### config.mk
export PLATFORM = sky130hd
export DESIGN_NAME = rsa_modexp_engine
export DESIGN_NICKNAME = d
export VERILOG_FILES = /design/src/rtl/rsa_pkg.sv /design/src/rtl/rsa_mulmod.sv /design/src/rtl/rsa_modexp_engine.sv
export SDC_FILE = /design/constraint.sdc
export NUM_CORES = 1
export LEC_CHECK = 0
export CAP_MARGIN = 10
export CORE_MARGIN = 2
export CORE_UTILIZATION = 64
export DETAILED_ROUTE_END_ITERATION = 8
export PLACE_DENSITY = 0.9
export SYNTH_ARGS = -nofsm -noshare
export SYNTH_HDL_FRONTEND = slang
export SYNTH_SLANG_ARGS = --single-unit
### constraint.sdc
create_clock -name clk -period 11.6 [get_ports clk]
set_input_delay 1.74 -clock clk [delete_from_list [all_inputs] [get_ports clk]]
set_output_delay 1.74 -clock clk [all_outputs]
set_load 0.1 [all_outputs]
### src/rtl/rsa_pkg.sv
// Shared encodings and reset defaults for the RSA modular exponentiation engine.
// Optional constant-time iteration is selected with RSA_CONST_TIME_EN (see rsa_modexp_engine).
package rsa_pkg;

  typedef enum logic [1:0] {
    LD_NONE = 2'd0,
    LD_MSG  = 2'd1,
    LD_EXP  = 2'd2,
    LD_MOD  = 2'd3
  } load_type_t;

  typedef enum logic [2:0] {
    IDLE   = 3'd0,
    REDUCE = 3'd1,
    MUL    = 3'd2,
    SQR    = 3'd3,
    FIN    = 3'd4
  } state_t;

  localparam int unsigned DEFAULT_E = 7;
  localparam int unsigned DEFAULT_N = 143;

endpackage

### src/rtl/rsa_mulmod.sv
// Iterative MSB-first shift-add modular multiplier: r = (a * b) mod n in WIDTH+1 cycles.
// Requires a < n; b may be any WIDTH-bit value.
module rsa_mulmod #(
  parameter int WIDTH = 16
) (
  input  logic             clk,
  input  logic             rst,
  input  logic             start,
  input  logic [WIDTH-1:0] a,
  input  logic [WIDTH-1:0] b,
  input  logic [WIDTH-1:0] n,
  output logic             done,
  output logic [WIDTH-1:0] r
);

  localparam int CW = $clog2(WIDTH + 1);

  logic [WIDTH+1:0] acc_q;
  logic [WIDTH-1:0] a_q;
  logic [WIDTH-1:0] b_q;
  logic [WIDTH-1:0] n_q;
  logic [CW-1:0]    cnt_q;
  logic             run_q;

  logic [WIDTH+1:0] n_ext;
  logic [WIDTH+1:0] step_sum;
  logic [WIDTH+1:0] sub1;
  logic [WIDTH+1:0] acc_next;

  // acc < n keeps 2*acc + a below 3n, so two conditional subtractions suffice.
  always_comb begin
    n_ext    = {2'b00, n_q};
    step_sum = {acc_q[WIDTH:0], 1'b0} + (b_q[WIDTH-1] ? {2'b00, a_q} : '0);
    sub1     = (step_sum >= n_ext) ? (step_sum - n_ext) : step_sum;
    acc_next = (sub1 >= n_ext) ? (sub1 - n_ext) : sub1;
  end

  // start is a single-cycle launch; done flags the final step, and r is valid only while done is high.
  assign done = run_q && (cnt_q == CW'(1));
  assign r    = acc_next[WIDTH-1:0];

  always_ff @(posedge clk or posedge rst) begin
    if (rst) begin
      acc_q <= '0;
      a_q   <= '0;
      b_q   <= '0;
      n_q   <= '0;
      cnt_q <= '0;
      run_q <= 1'b0;
    end else if (start) begin
      acc_q <= '0;
      a_q   <= a;
      b_q   <= b;
      n_q   <= n;
      cnt_q <= CW'(WIDTH);
      run_q <= 1'b1;
    end else if (run_q) begin
      acc_q <= acc_next;
      b_q   <= b_q << 1;
      cnt_q <= cnt_q - CW'(1);
      if (cnt_q == CW'(1)) run_q <= 1'b0;
    end
  end

endmodule

### src/rtl/rsa_modexp_engine.sv
// Right-to-left square-and-multiply m^e mod n over a WIDTH-bit exponent, operands loaded by type.
// Define RSA_CONST_TIME_EN to always process all exponent bits with a dummy multiply on zero bits.
module rsa_modexp_engine
  import rsa_pkg::*;
#(
  parameter int             WIDTH     = 16,
  parameter logic [WIDTH-1:0] DEFAULT_E = WIDTH'(rsa_pkg::DEFAULT_E),
  parameter logic [WIDTH-1:0] DEFAULT_N = WIDTH'(rsa_pkg::DEFAULT_N)
) (
  input  logic             clk,
  input  logic             rst,
  input  logic [WIDTH-1:0] data_in,
  input  logic [1:0]       load_type,
  output logic             busy,
  output logic             done,
  output logic             error,
  output logic [WIDTH-1:0] result
);

`ifdef RSA_CONST_TIME_EN
  localparam bit CONST_TIME = 1'b1;
`else
  localparam bit CONST_TIME = 1'b0;
`endif

  localparam int IW = $clog2(WIDTH + 1);

  state_t           state_q, state_d;
  logic [WIDTH-1:0] m_q, m_d;
  logic [WIDTH-1:0] e_q, e_d;
  logic [WIDTH-1:0] n_q, n_d;
  logic [WIDTH-1:0] acc_q, acc_d;
  logic [WIDTH-1:0] base_q, base_d;
  logic [WIDTH-1:0] result_q, result_d;
  logic [IW-1:0]    i_q, i_d;
  logic             launched_q, launched_d;
  logic             busy_q, busy_d;
  logic             done_q, done_d;
  logic             error_q, error_d;
  logic             err_pend_q, err_pend_d;

  logic             mul_start;
  logic [WIDTH-1:0] mul_a;
  logic [WIDTH-1:0] mul_b;
  logic             mul_done;
  logic [WIDTH-1:0] mul_r;

  logic [IW-1:0]    i_next;
  logic             cur_bit;
  logic             next_bit;
  logic             tail_zero;

  rsa_mulmod #(.WIDTH(WIDTH)) u_mulmod (
    .clk   (clk),
    .rst   (rst),
    .start (mul_start),
    .a     (mul_a),
    .b     (mul_b),
    .n     (n_q),
    .done  (mul_done),
    .r     (mul_r)
  );

  always_comb begin
    i_next    = i_q + IW'(1);
    cur_bit   = |(e_q & (WIDTH'(1) << i_q));
    next_bit  = |(e_q & (WIDTH'(1) << i_next));
    tail_zero = ((e_q >> i_next) == '0);
  end

  always_comb begin
    state_d    = state_q;
    m_d        = m_q;
    e_d        = e_q;
    n_d        = n_q;
    acc_d      = acc_q;
    base_d     = base_q;
    result_d   = result_q;
    i_d        = i_q;
    launched_d = launched_q;
    busy_d     = busy_q;
    done_d     = done_q;
    error_d    = error_q;
    err_pend_d = err_pend_q;
    mul_start  = 1'b0;
    mul_a      = acc_q;
    mul_b      = base_q;

    case (state_q)
      IDLE: begin
        if (load_type == LD_EXP) e_d = data_in;
        if (load_type == LD_MOD) n_d = data_in;
        if (load_type == LD_MSG) begin
          m_d     = data_in;
          done_d  = 1'b0;
          error_d = 1'b0;
          busy_d  = 1'b1;
          if (n_q < WIDTH'(2)) begin
            err_pend_d = 1'b1;
            state_d    = FIN;
          end else begin
            err_pend_d = 1'b0;
            acc_d      = WIDTH'(1);
            i_d        = '0;
            state_d    = REDUCE;
          end
        end
      end

      // Multiplying by 1 with m on the unconstrained b side folds any m >= n into range.
      REDUCE: begin
        mul_a = WIDTH'(1);
        mul_b = m_q;
        if (!launched_q) begin
          mul_start  = 1'b1;
          launched_d = 1'b1;
        end else if (mul_done) begin
          launched_d = 1'b0;
          base_d     = mul_r;
          state_d    = (CONST_TIME || cur_bit) ? MUL : SQR;
        end
      end

      MUL: begin
        mul_a = acc_q;
        mul_b = base_q;
        if (!launched_q) begin
          mul_start  = 1'b1;
          launched_d = 1'b1;
        end else if (mul_done) begin
          launched_d = 1'b0;
          if (cur_bit) acc_d = mul_r;
          state_d = SQR;
        end
      end

      SQR: begin
        mul_a = base_q;
        mul_b = base_q;
        if (!launched_q) begin
          mul_start  = 1'b1;
          launched_d = 1'b1;
        end else if (mul_done) begin
          launched_d = 1'b0;
          base_d     = mul_r;
          i_d        = i_next;
          if ((i_next == IW'(WIDTH)) || (!CONST_TIME && tail_zero)) state_d = FIN;
          else if (CONST_TIME || next_bit) state_d = MUL;
          else state_d = SQR;
        end
      end

      FIN: begin
        result_d = err_pend_q ? '0 : acc_q;
        error_d  = err_pend_q;
        done_d   = 1'b1;
        busy_d   = 1'b0;
        state_d  = IDLE;
      end

      default: state_d = IDLE;
    endcase
  end

  always_ff @(posedge clk or posedge rst) begin
    if (rst) begin
      state_q    <= IDLE;
      m_q        <= '0;
      e_q        <= DEFAULT_E;
      n_q        <= DEFAULT_N;
      acc_q      <= '0;
      base_q     <= '0;
      result_q   <= '0;
      i_q        <= '0;
      launched_q <= 1'b0;
      busy_q     <= 1'b0;
      done_q     <= 1'b0;
      error_q    <= 1'b0;
      err_pend_q <= 1'b0;
    end else begin
      state_q    <= state_d;
      m_q        <= m_d;
      e_q        <= e_d;
      n_q        <= n_d;
      acc_q      <= acc_d;
      base_q     <= base_d;
      result_q   <= result_d;
      i_q        <= i_d;
      launched_q <= launched_d;
      busy_q     <= busy_d;
      done_q     <= done_d;
      error_q    <= error_d;
      err_pend_q <= err_pend_d;
    end
  end

  assign busy   = busy_q;
  assign done   = done_q;
  assign error  = error_q;
  assign result = result_q;

endmodule

==> results of run 1 <==
[layout by cell type (no fill, tap or decap), drive strengths merged, types with 23 or more instances in the layout]
cell / synthesis / layout
nand2: 134 / 134
nor2b: 26 / 26
nand3: 33 / 33
mux2: 79 / 79
dfrtp: 172 / 172
inv: 42 / 50
a211oi: 23 / 23
clkdlybuf4s50: 0 / 38
nor2: 50 / 50
nor3: 36 / 36
ha: 56 / 56
xnor2: 29 / 29
a21oi: 73 / 73
mux2i: 28 / 28
o21ai: 86 / 86
[cell families after synthesis]
family,after synthesis,synth area share [%]
mux,107,10.8
flops,180,41.2
buf+inv,100,3.62
compound gates,314,18.8
simple gates,353,15.6
fa+ha+maj,59,6.94
xor+xnor,38,3.10
[worst min path at each step]
stage / from / end
after floorplan: u_mulmod.a_q[0] / u_mulmod.a_q[0]
after global placement: busy / busy
after detailed placement: result[4] / result[4]
after CTS: result[13] / result[13]
after global routing: result[4] / result[4]
final: result[13] / result[13]
[area by class of cell]
cell class | instances | area, sq um | area share, %
Clock buffer | 17 | 425 | 3.53
Clock inverter | 15 | 164 | 1.36
Inverter | 43 | 166 | 1.38
Multi-Input combinational cell | 871 | 6060 | 50.2
Sequential cell | 180 | 4510 | 37.4
Tap cell | 220 | 275 | 2.28
Timing Repair Buffer | 49 | 463 | 3.84
[worst min-delay path, cell delays in order, from the launching register on]
cell	delay (ps)
sky130_fd_sc_hd__dfrtp_1	340
sky130_fd_sc_hd__nand2_1	40
sky130_fd_sc_hd__o21ai_0	60
[cell usage after synthesis (all sizes together) (5+ instances only)]
master | n | area [sq um]
a221oi | 8 | 70.1
a211oi | 23 | 173
o211ai | 12 | 95.1
nor2 | 50 | 188
nand2 | 134 | 505
xor2 | 9 | 78.8
o21ai | 86 | 434
o31ai | 7 | 57.6
buf | 6 | 43.8
a22o | 10 | 87.6
clkbuf | 51 | 191
and2 | 19 | 119
a22oi | 5 | 37.5
mux2i | 28 | 280
nor2b | 26 | 163
a31o | 5 | 43.8
nor4 | 11 | 75.1
nor3 | 36 | 180
xnor2 | 29 | 262
ha | 56 | 701
o21a | 10 | 75.1
or3 | 6 | 37.5
dfrtp | 172 | 4300
a21o | 14 | 105
inv | 42 | 158
nand3 | 33 | 170
o21bai | 9 | 67.6
a31oi | 19 | 119
o41ai | 8 | 77.6
dfstp | 8 | 210
mux2 | 79 | 905
nand2b | 7 | 43.8
a21oi | 73 | 369
and3 | 6 | 37.5
[routing by layer]
metal / share of wire, % / wire length (microns) / up-vias / track usage, %
met2: 46 / 13700 / 503 / 52.7
met1: 41 / 12100 / 4449 / 46.6
met4: 3.5 / 1040 / 0 / 13.6
met5: 0 / 0 / - / 0
met3: 9.4 / 2800 / 71 / 5.93
li1: - / - / 4217 / -
[metrics by stage]
step,std cells,util (%),instance area (sq um)
6_report,1395,72.5,12100
5_1_grt,1395,72.5,12100
4_1_cts,1395,72.5,12100
3_5_place_dp,1363,69.0,11500
3_3_place_gp,1363,69.0,11500
2_1_floorplan,1151,-,11000
==> key figures, run 1 <==
Status
  • Status: complete, no violations

Worst setup path
  • Critical path origin: u_mulmod.b_q[15]
  • Critical-path cell with the highest stage delay: sky130_fd_sc_hd__or4_1
  • Critical Path Sink Type: flip-flop
  • Reg2reg path depth: 28
  • Terminus of the critical flop-to-flop path: u_mulmod.acc_q[9]
  • Maximum net fanout on the critical path: 28
  • Crit-path most repeated cell: sky130_fd_sc_hd__a21oi_1
  • Required time of the critical path: ~12,000 ps
  • R2R Setup Slk: 3140 ps
  • CP top delay family: compound AO/OA/AOI/OAI gates
  • Crit path DAT: roughly 8800 ps
  • Critical path depth in cells: 28
  • Reg-to-reg startpoint: u_mulmod.b_q[15]
  • Worst Path Class, Setup: reg -> reg
  • Setup crit end: u_mulmod.acc_q[9]
  • Slowest stage delay, CP: 910 ps
  • Number of buffer and inverter stages on the critical path: 2
  • Worst Setup Start Kind: flip-flop

Synthesis
  • Syn avg cell area: roughly 9.5 sq um
  • Number of enable flip-flop cells after synthesis: 0
  • Warnings, synthesis: 0
  • Proportion of synthesized chip area in sequential cells: roughly two fifths
  • Async set or reset register ratio after synthesis: 100%
  • Number of instances in the synthesized netlist: approximately 1.2k
  • Post-synthesis cell area: between 10,000 and 15,000 sq um
  • Count of cell types in the netlist: 77
  • Prevailing post-synth register cell: sky130_fd_sc_hd__dfrtp_1
  • Net count after synthesis: ~1.2k
  • Synthesized flop and latch total: 180

Placed design
  • HPWL after DPL: between 20,000 and 25,000 microns
  • Number of buffer cells added on primary ports: 38
  • Routability cong.: roughly 1.0
  • Pre-CTS worst setup slack: 3390 ps

Layout
  • Final net count: 1,241
  • Fraction of layout instances using a drive strength above 1: approximately 13%
  • Number of antenna repair diodes: 0
  • Syn-to-layout area delta: 10.1%
  • Number of flip-flops in the largest register: 17
  • Register name with the most flops: u_mulmod.acc_q
  • FILL cells: between 1k and 1.5k

Floorplan
  • Horizontal die dimension: ~130 microns
  • Initial core utilization: between 60% and 70%
  • Die Area: around 18,000 sq um
  • Area inside the core boundary: roughly 17,000 sq um
  • Y dimension of the die: approximately 130 microns
  • Count of pins on the block boundary: 39
  • Std cell rows: 47

Global route
  • Number of antenna violations at the first check in global routing: 0
  • First-pass GRT wire length: roughly 47,000 microns
  • GRT Total Usage: 33.6%
  • Pin count of the biggest net entering global routing: between 100 and 150
  • Number of global-route vias before repair: 8,764
  • Global route overflow: 0

STA
  • Final setup TNS: 0 ps
  • Time the worst path needs with I/O delays and setup: 8460 ps
  • Clock skew: around 13 ps
  • Unrepaired setup endpoints after global routing: no
  • Final count of negative-setup-slack endpoints: 0
  • Portion of the clock cycle consumed by the worst path in the final layout: approximately 73%
  • Fin. max-slew vios: 0
  • Number of hold violations in the final report: 0
  • Fmax: around 120 MHz
  • Tightest slew margin relative to the limit: between 20% and 30%
  • Worst-Margin Slew: between 1000 and 1500 ps
  • Least setup slack across all paths after layout: 3140 ps
  • Hold slack: between 400 and 500 ps

Route
  • Total iterations of the first detailed-routing run: 7
  • Number of design-rule violations left by the first detailed-router iteration: just over 1k
  • Final WL: approximately 30,000 microns
  • Remaining antenna violation count after routing: 0
  • Wire per inst: approximately 21 microns
  • Total DRC errors in the routed layout: 0
  • Vias: about 9.2k
  • Average vias per placed instance: about 6.6

Run
  • Max cap viols: 0

CTS
  • Master cell of the clock root buffer: sky130_fd_sc_hd__clkbuf_16
  • CTS Buf Count: 17
  • Number of buffers inserted by hold repair at cts: 0
  • Clock latency of the later-clocked register in the worst-skew pair: ~450 ps
  • Sinks on the clock net: 180
  • Buffers inserted by post-CTS timing repair: 0
  • Clock transition time at the flip-flop clock pins of the worst setup and hold paths: approximately 70 ps
  • Longest Clk Path Bufs: 2
  • CTS H-tree lvls: 4
  • TritonCTS clock tree: built
  • # resized after CTS: 0

Worst hold path
  • Worst hold path depth: 2
  • Class of the tightest hold or removal check: reg -> reg
Power of run 1 is not shown: default switching activity piles up to over one toggle a cycle in this logic, so the estimate is an artifact.
==> run 2, diff against run 1 <==
CORE_UTILIZATION = 56   (was 64)
PLACE_DENSITY = 0.84   (was 0.9)
clock period = 7.1 ns   (was 11.6 ns; I/O delays follow)
==> run 2 against run 1 <==
Compared with the run above: clock skew is 2.3 ps lower; first-iteration DRC count is 3.4% lower; core utilization is 8.1 points lower; global-route usage is 3.5 points lower; via count is 0.65% higher; design area is 3.2% higher; fmax is 23% higher; non-clock buffer count is 25 higher; setup slack worse by 2900 ps; register-to-register slack worse by 2900 ps; die area is 14% higher.
==> key figures, run 2 (synthesis results as in run 1) <==
Placed design
  • HPWL after DPL: 22,200 microns (+4.9%)
  • Cell count after placement: 1,426 (+4.6%)
  • Number of buffer cells added on primary ports: 38 (unchanged)
  • Pre-CTS worst setup slack: -202 ps (-3600 ps)
  • Routability cong.: 0.969 (-4.2%)

STA
  • Least setup slack across all paths after layout: 228 ps (-2910 ps)
  • Time the worst path needs with I/O delays and setup: 6870 ps (-1590 ps)
  • Tightest slew margin relative to the limit: 33.4% (+8.9 points)
  • Portion of the clock cycle consumed by the worst path in the final layout: 96.8% (+24 points)
  • Worst-Margin Slew: 996 ps (-136 ps)
  • Clock skew: 10.5 ps (-2.34 ps)
  • Final setup TNS: 0 ps (unchanged)
  • Number of hold violations in the final report: 0 (unchanged)
  • Fin. max-slew vios: 0 (unchanged)
  • Fmax: 146 MHz (+23%)
  • Final count of negative-setup-slack endpoints: 0 (unchanged)

Route
  • Total DRC errors in the routed layout: 0 (unchanged)
  • Wire per inst: 20.9 microns (-1.5%)
  • Average vias per placed instance: 6.35 (-4.2%)
  • Final WL: 30,700 microns (+3.4%)
  • Vias: 9,300 (+0.65%)
  • Remaining antenna violation count after routing: 0 (unchanged)
  • Total iterations of the first detailed-routing run: 5 (-2)
  • Number of design-rule violations left by the first detailed-router iteration: 993 (-3.4%)

Global route
  • Global route overflow: 0 (unchanged)
  • Global routing usage on met1: 41.8% (-4.8 points)
  • First-pass GRT wire length: 47,300 microns (+0.35%)
  • Pin count of the biggest net entering global routing: 104 (unchanged)
  • Met3 global-route usage: 5.30% (-0.63 points)
  • Most utilized layer in the global route result: met2
  • Number of global-route vias before repair: 8,619 (-1.7%)
  • Number of antenna violations at the first check in global routing: 0 (unchanged)
  • GRT Total Usage: 30.1% (-3.5 points)
  • Global-route met2 utilization: 47.6% (-5.0 points)

Status
  • Status: complete, no violations

Floorplan
  • Die Area: 20,700 sq um (+14%)
  • Std cell rows: 51 (+8.5%)
  • Initial core utilization: 56.7% (-9.2 points)
  • Count of pins on the block boundary: 39 (unchanged)
  • Horizontal die dimension: 144 microns (+6.7%)
  • Y dimension of the die: 144 microns (+6.7%)
  • Area inside the core boundary: 19,300 sq um (+16%)

Layout
  • FILL cells: 1,505 (+28%)
  • Fraction of layout instances using a drive strength above 1: 16.6% (+3.7 points)
  • Combined area of the multi-input logic cells: 6150 sq um (+1.6%)
  • Number of cells in the finished layout apart from fillers: 1,465 (+5.0%)
  • FF/Latch Area: 4520 sq um (about the same)
  • Final net count: 1,266 (+2.0%)
  • Most common library cell in the layout ignoring fill and taps: sky130_fd_sc_hd__dfrtp_1
  • Number of flip-flops in the largest register: 17 (unchanged)
  • Register name with the most flops: u_mulmod.acc_q
  • Syn-to-layout area delta: 13.6%
  • Number of antenna repair diodes: 0 (unchanged)
  • Commonest cells after routing, fill and taps aside: sky130_fd_sc_hd__dfrtp_1 (171), sky130_fd_sc_hd__nand2_1 (133), sky130_fd_sc_hd__mux2_2 (75), sky130_fd_sc_hd__o21ai_0 (75), sky130_fd_sc_hd__a21oi_1 (66)

Worst setup path
  • Worst Path Class, Setup: reg -> reg
  • Crit path DAT: 7190 ps (-1560 ps)
  • Crit-path most repeated cell: sky130_fd_sc_hd__a31o_2
  • Maximum net fanout on the critical path: 28 (unchanged)
  • Critical Path Sink Type: flip-flop
  • Number of buffer and inverter stages on the critical path: 5 (+3)
  • CP top delay family: simple AND/OR/NAND/NOR gates
  • Critical-path cell with the highest stage delay: sky130_fd_sc_hd__dfrtp_2
  • Required time of the critical path: 7410 ps (-4480 ps)
  • Worst Setup Start Kind: flip-flop
  • Reg2reg path depth: 29 (+3.6%)
  • Critical path depth in cells: 29 (+3.6%)
  • R2R Setup Slk: 230 ps (-2910 ps)
  • Slowest stage delay, CP: 440 ps (-470 ps)

CTS
  • Clock transition time at the flip-flop clock pins of the worst setup and hold paths: 70 ps (about the same)
  • Longest Clk Path Bufs: 2 (unchanged)
  • CTS H-tree lvls: 4 (unchanged)
  • Master cell of the clock root buffer: sky130_fd_sc_hd__clkbuf_16
  • TritonCTS clock tree: built
  • Sinks on the clock net: 180 (unchanged)
  • Clock latency of the later-clocked register in the worst-skew pair: 440 ps (about the same)
  • CTS Buf Count: 17 (unchanged)

Worst hold path
  • Worst hold path depth: 2 (unchanged)
  • Class of the tightest hold or removal check: reg -> reg

Run
  • Max cap viols: 0 (unchanged)
[run 2: final timing paths]
kind                                       start                to
worst max register to register  u_mulmod.b_q[15]        base_q[11]
worst max-delay path            u_mulmod.b_q[15]        base_q[11]
min in group asynchronous                    rst  u_mulmod.n_q[11]
max in group asynchronous                    rst        base_q[13]
worst min-delay path                  result[11]        result[11]
worst min register to register        result[11]        result[11]
[run 2: final cells by class]
class                           count  share of cell area (%)
Clock buffer                       19                    3.56
Multi-Input combinational cell    871                    49.4
Tap cell                          265                    2.66
Clock inverter                     13                    1.41
Timing Repair Buffer               74                    5.36
Inverter                           43                    1.34
Sequential cell                   180                    36.3
[run 2: tightest hold or removal path, stage by stage (launching register included)]
cell and delay [ps]:
sky130_fd_sc_hd__dfrtp_1 340, sky130_fd_sc_hd__nand2_1 50, sky130_fd_sc_hd__o21ai_0 60
[run 2: timing repair]
item                                    in CTS  in global routing
setup buffers                                0                  7
hold buffers                                 0                  0
pin swaps                                    0                 12
resized for setup                            7                 24
gates cloned                                 0                  0
endpoints found under the setup margin      37                 48
[run 2: through the flow]
stage	instance area, sq um	hold slack, ps	utilization, %
after floorplan	11000	450	-
after global placement	11700	459	60.4
after detailed placement	11700	468	60.4
after CTS	12300	483	63.7
after global routing	12500	503	64.4
final	12500	479	64.4
[run 2: routing by layer]
metal	vias up	routed length, microns
met4	0	949
met2	414	14500
met1	4560	13000
met5	-	0
met3	64	2250
li1	4262	-
Power of run 2 is left out for the same reason.
==> run 3, diff against run 2 <==
ABC_AREA = 1   (was default)
==> run 3 against run 2 <==
Compared with the run above: design area shrank 1.8%; fmax increased by 5.7%; sequential share of layout area is 0.66 points higher; critical endpoint is now base_q[13]; highest routed layer unchanged.
==> key figures, run 3 <==
Global route
  • Global-route met2 utilization: 48.6% (+0.95 points)
  • Most utilized layer in the global route result: met2
  • Number of antenna violations at the first check in global routing: 0 (unchanged)
  • Met3 global-route usage: 7.12% (+1.8 points)
  • Pin count of the biggest net entering global routing: 104 (unchanged)
  • Global route overflow: 0 (unchanged)
  • Global routing usage on met1: 42.2% (+0.33 points)
  • First-pass GRT wire length: 49,900 microns (+5.4%)
  • GRT Total Usage: 31.3% (+1.2 points)
  • Number of global-route vias before repair: 9,648 (+12%)

Synthesis
  • Basic-gate share of the synthesized area counting and, or, nand and nor cells: 24.5% (+8.9 points)
  • Async set or reset register ratio after synthesis: 100% (unchanged)
  • Dominant combinational cell family by area after synthesis: simple AND/OR/NAND/NOR gates
  • Warnings, synthesis: 0 (unchanged)
  • Synthesized-area fraction occupied by xor and xnor cells: 3.33% (+0.23 points)
  • Syn avg cell area: 7.38 sq um (-23%)
  • Prevailing post-synth register cell: sky130_fd_sc_hd__dfrtp_1
  • Synth area leaders: sky130_fd_sc_hd__dfrtp_1 (39%), sky130_fd_sc_hd__nand2_1 (15%), sky130_fd_sc_hd__inv_1 (6.9%)
  • Count of cell types in the netlist: 48 (-38%)
  • Number of instances in the synthesized netlist: 1,497 (+30%)
  • Area fraction in compound gates after synthesis: 15.5% (-3.3 points)
  • Largest area contributor in the netlist: sky130_fd_sc_hd__dfrtp_1
  • Post-synthesis cell area: 11,000 sq um (+0.73%)
  • Number of enable flip-flop cells after synthesis: 0 (unchanged)
  • Yosys top cell area share: 39.0% (-0.28 points)
  • Proportion of synthesized area in mux cells: 0% (-11 points)
  • Most used standard cell by instance count after synthesis: sky130_fd_sc_hd__nand2_1
  • Synthesized flop and latch total: 180 (unchanged)
  • Adder and majority cell fraction of the synthesized area: 6.89% (-0.050 points)
  • Net count after synthesis: 1,576 (+28%)
  • Top cells by count, synth: sky130_fd_sc_hd__nand2_1 (453), sky130_fd_sc_hd__inv_1 (202), sky130_fd_sc_hd__dfrtp_1 (172)
  • Proportion of synthesized chip area in sequential cells: 40.9% (-0.30 points)

Route
  • Final WL: 31,300 microns (+2.2%)
  • Total DRC errors in the routed layout: 0 (unchanged)
  • Vias: 10.3k (+11%)
  • Wire per inst: 17.5 microns (-16%)
  • Remaining antenna violation count after routing: 0 (unchanged)
  • Total iterations of the first detailed-routing run: 6 (+1)
  • Number of design-rule violations left by the first detailed-router iteration: 1,168 (+18%)
  • Average vias per placed instance: 5.74 (-9.6%)

Placed design
  • Routability cong.: 1.03 (+6.7%)
  • Number of buffer cells added on primary ports: 38 (unchanged)
  • HPWL after DPL: 23,400 microns (+5.6%)

STA
  • Fin. max-slew vios: 0 (unchanged)
  • Clock skew: 9.94 ps (-0.586 ps)
  • Fmax: 154 MHz (+5.7%)
  • Portion of the clock cycle consumed by the worst path in the final layout: 91.6% (-5.2 points)
  • Number of hold violations in the final report: 0 (unchanged)
  • Time the worst path needs with I/O delays and setup: 6500 ps (-368 ps)
  • Worst-Margin Slew: 1120 ps (+122 ps)
  • Final setup TNS: 0 ps (unchanged)
  • Tightest slew margin relative to the limit: 25.3% (-8.1 points)
  • Final count of negative-setup-slack endpoints: 0 (unchanged)
  • Unrepaired setup endpoints after global routing: no

CTS
  • Number of buffers inserted by hold repair at cts: 0 (unchanged)
  • Clock transition time at the flip-flop clock pins of the worst setup and hold paths: 70 ps (about the same)
  • CTS Buf Count: 17 (unchanged)
  • TritonCTS clock tree: built
  • Longest Clk Path Bufs: 2 (unchanged)
  • Master cell of the clock root buffer: sky130_fd_sc_hd__clkbuf_16
  • Buffers inserted by post-CTS timing repair: 0 (unchanged)
  • CTS H-tree lvls: 4 (unchanged)
  • Clock latency of the later-clocked register in the worst-skew pair: 440 ps (about the same)
  • Sinks on the clock net: 180 (unchanged)

Worst setup path
  • Worst Path Class, Setup: reg -> reg
  • Critical path depth in cells: 34 (+17%)
  • Crit-path most repeated cell: sky130_fd_sc_hd__nand2_1
  • Slowest stage delay, CP: 560 ps (+120 ps)
  • Maximum net fanout on the critical path: 24 (-14%)
  • Critical-path cell with the highest stage delay: sky130_fd_sc_hd__dfrtp_1
  • Reg2reg path depth: 34 (+17%)
  • CP top delay family: simple AND/OR/NAND/NOR gates
  • Critical Path Sink Type: flip-flop
  • Required time of the critical path: 7480 ps (+70 ps)
  • Worst Setup Start Kind: flip-flop
  • Number of buffer and inverter stages on the critical path: 4 (-1)
  • Crit path DAT: 6880 ps (-310 ps)

Floorplan
  • Count of pins on the block boundary: 39 (unchanged)
  • Std cell rows: 51 (unchanged)
  • Area inside the core boundary: 19,400 sq um (+0.33%)
  • Horizontal die dimension: 144 microns (+0.35%)
  • Die Area: 20,900 sq um (+0.71%)
  • Y dimension of the die: 144 microns (+0.35%)
  • Initial core utilization: 56.9% (+0.23 points)

Layout
  • Combined area of the multi-input logic cells: 5550 sq um (-9.9%)
  • Register name with the most flops: u_mulmod.acc_q
  • Fraction of layout instances using a drive strength above 1: 5.17% (-11 points)
  • Number of flip-flops in the largest register: 17 (unchanged)
  • Number of antenna repair diodes: 0 (unchanged)
  • Most common library cell in the layout ignoring fill and taps: sky130_fd_sc_hd__nand2_1
  • Final net count: 1,594 (+26%)
  • FF/Latch Area: 4510 sq um (about the same)
  • Post-route core utilization: 63.0% (-1.4 points)
  • Syn-to-layout area delta: 10.7%
  • Commonest cells after routing, fill and taps aside: sky130_fd_sc_hd__nand2_1 (453), sky130_fd_sc_hd__inv_1 (201), sky130_fd_sc_hd__dfrtp_1 (172)
  • FILL cells: 1,684 (+12%)

Worst hold path
  • Worst hold path depth: 2 (unchanged)
  • Class of the tightest hold or removal check: reg -> reg

Run
  • Max cap viols: 0 (unchanged)

Status
  • Status: complete, no violations
run 3: cell types whose count changed after synthesis, moves of 26 or more:
cell / change
sky130_fd_sc_hd__nand2_1: +320
sky130_fd_sc_hd__nand3_1: +57
sky130_fd_sc_hd__mux2_2: -75
sky130_fd_sc_hd__nor2b_1: -26
sky130_fd_sc_hd__inv_1: +160
sky130_fd_sc_hd__nor3_1: -29
sky130_fd_sc_hd__mux2i_1: -28
sky130_fd_sc_hd__o21ai_0: +70
run 3: what timing repair did:
action,in CTS,in global routing
setup endpoints to repair,0,27
resized for setup,0,4
hold endpoints to repair,0,0
run 3: through the flow:
step / cells / hold slack (ps) / cell area [sq um] / setup WS, ps
2_1_floorplan: 1497 / 448 / 11000 / 1160
3_3_place_gp: 1761 / 455 / 11600 / 777
3_5_place_dp: 1761 / 464 / 11600 / 637
4_1_cts: 1793 / 482 / 12200 / 556
5_1_grt: 1793 / 491 / 12200 / 81.9
6_report: 1793 / 475 / 12200 / 596
run 3: final cells by class:
type	count	area share (%)
Multi-Input combinational cell	1059	45.4
Sequential cell	180	36.9
Inverter	212	6.55
Clock buffer	18	3.59
Timing Repair Buffer	45	3.54
Tap cell	265	2.71
Clock inverter	14	1.33
run 3: cell families after synthesis:
family                   after synthesis
XOR/XNOR                              42
buffers and inverters                258
AO/OA/AOI/OAI                        307
flip-flops                           180
AND/OR/NAND/NOR                      651
adder cells (fa/ha/maj)               59
run 3: layer usage:
metal  routed length, microns  part of all wire [%]
met5                        0                     0
met4                     1260                   4.0
met3                     2660                   8.5
met2                    14200                    45
met1                    13200                    42
run 3: worst paths after layout:
path,from,end,slack [ps]
worst max-delay path,u_mulmod.b_q[15],base_q[13],600
worst min register to register,busy,busy,480
worst max register to register,u_mulmod.b_q[15],base_q[13],600
min in group asynchronous,rst,u_mulmod.n_q[10],1200
worst min-delay path,busy,busy,480
max in group asynchronous,rst,base_q[2],4350
run 3: worst register-to-register path, delay by kind of cell, from the launching register on:
kind	cells	cell delay (ps)
AND/OR/NAND/NOR	16	2180
adder cells (fa/ha/maj)	4	1320
XOR/XNOR	1	300
flip-flops	1	560
AO/OA/AOI/OAI	9	1810
buffers and inverters	4	280
Power of run 3 is left out for the same reason.
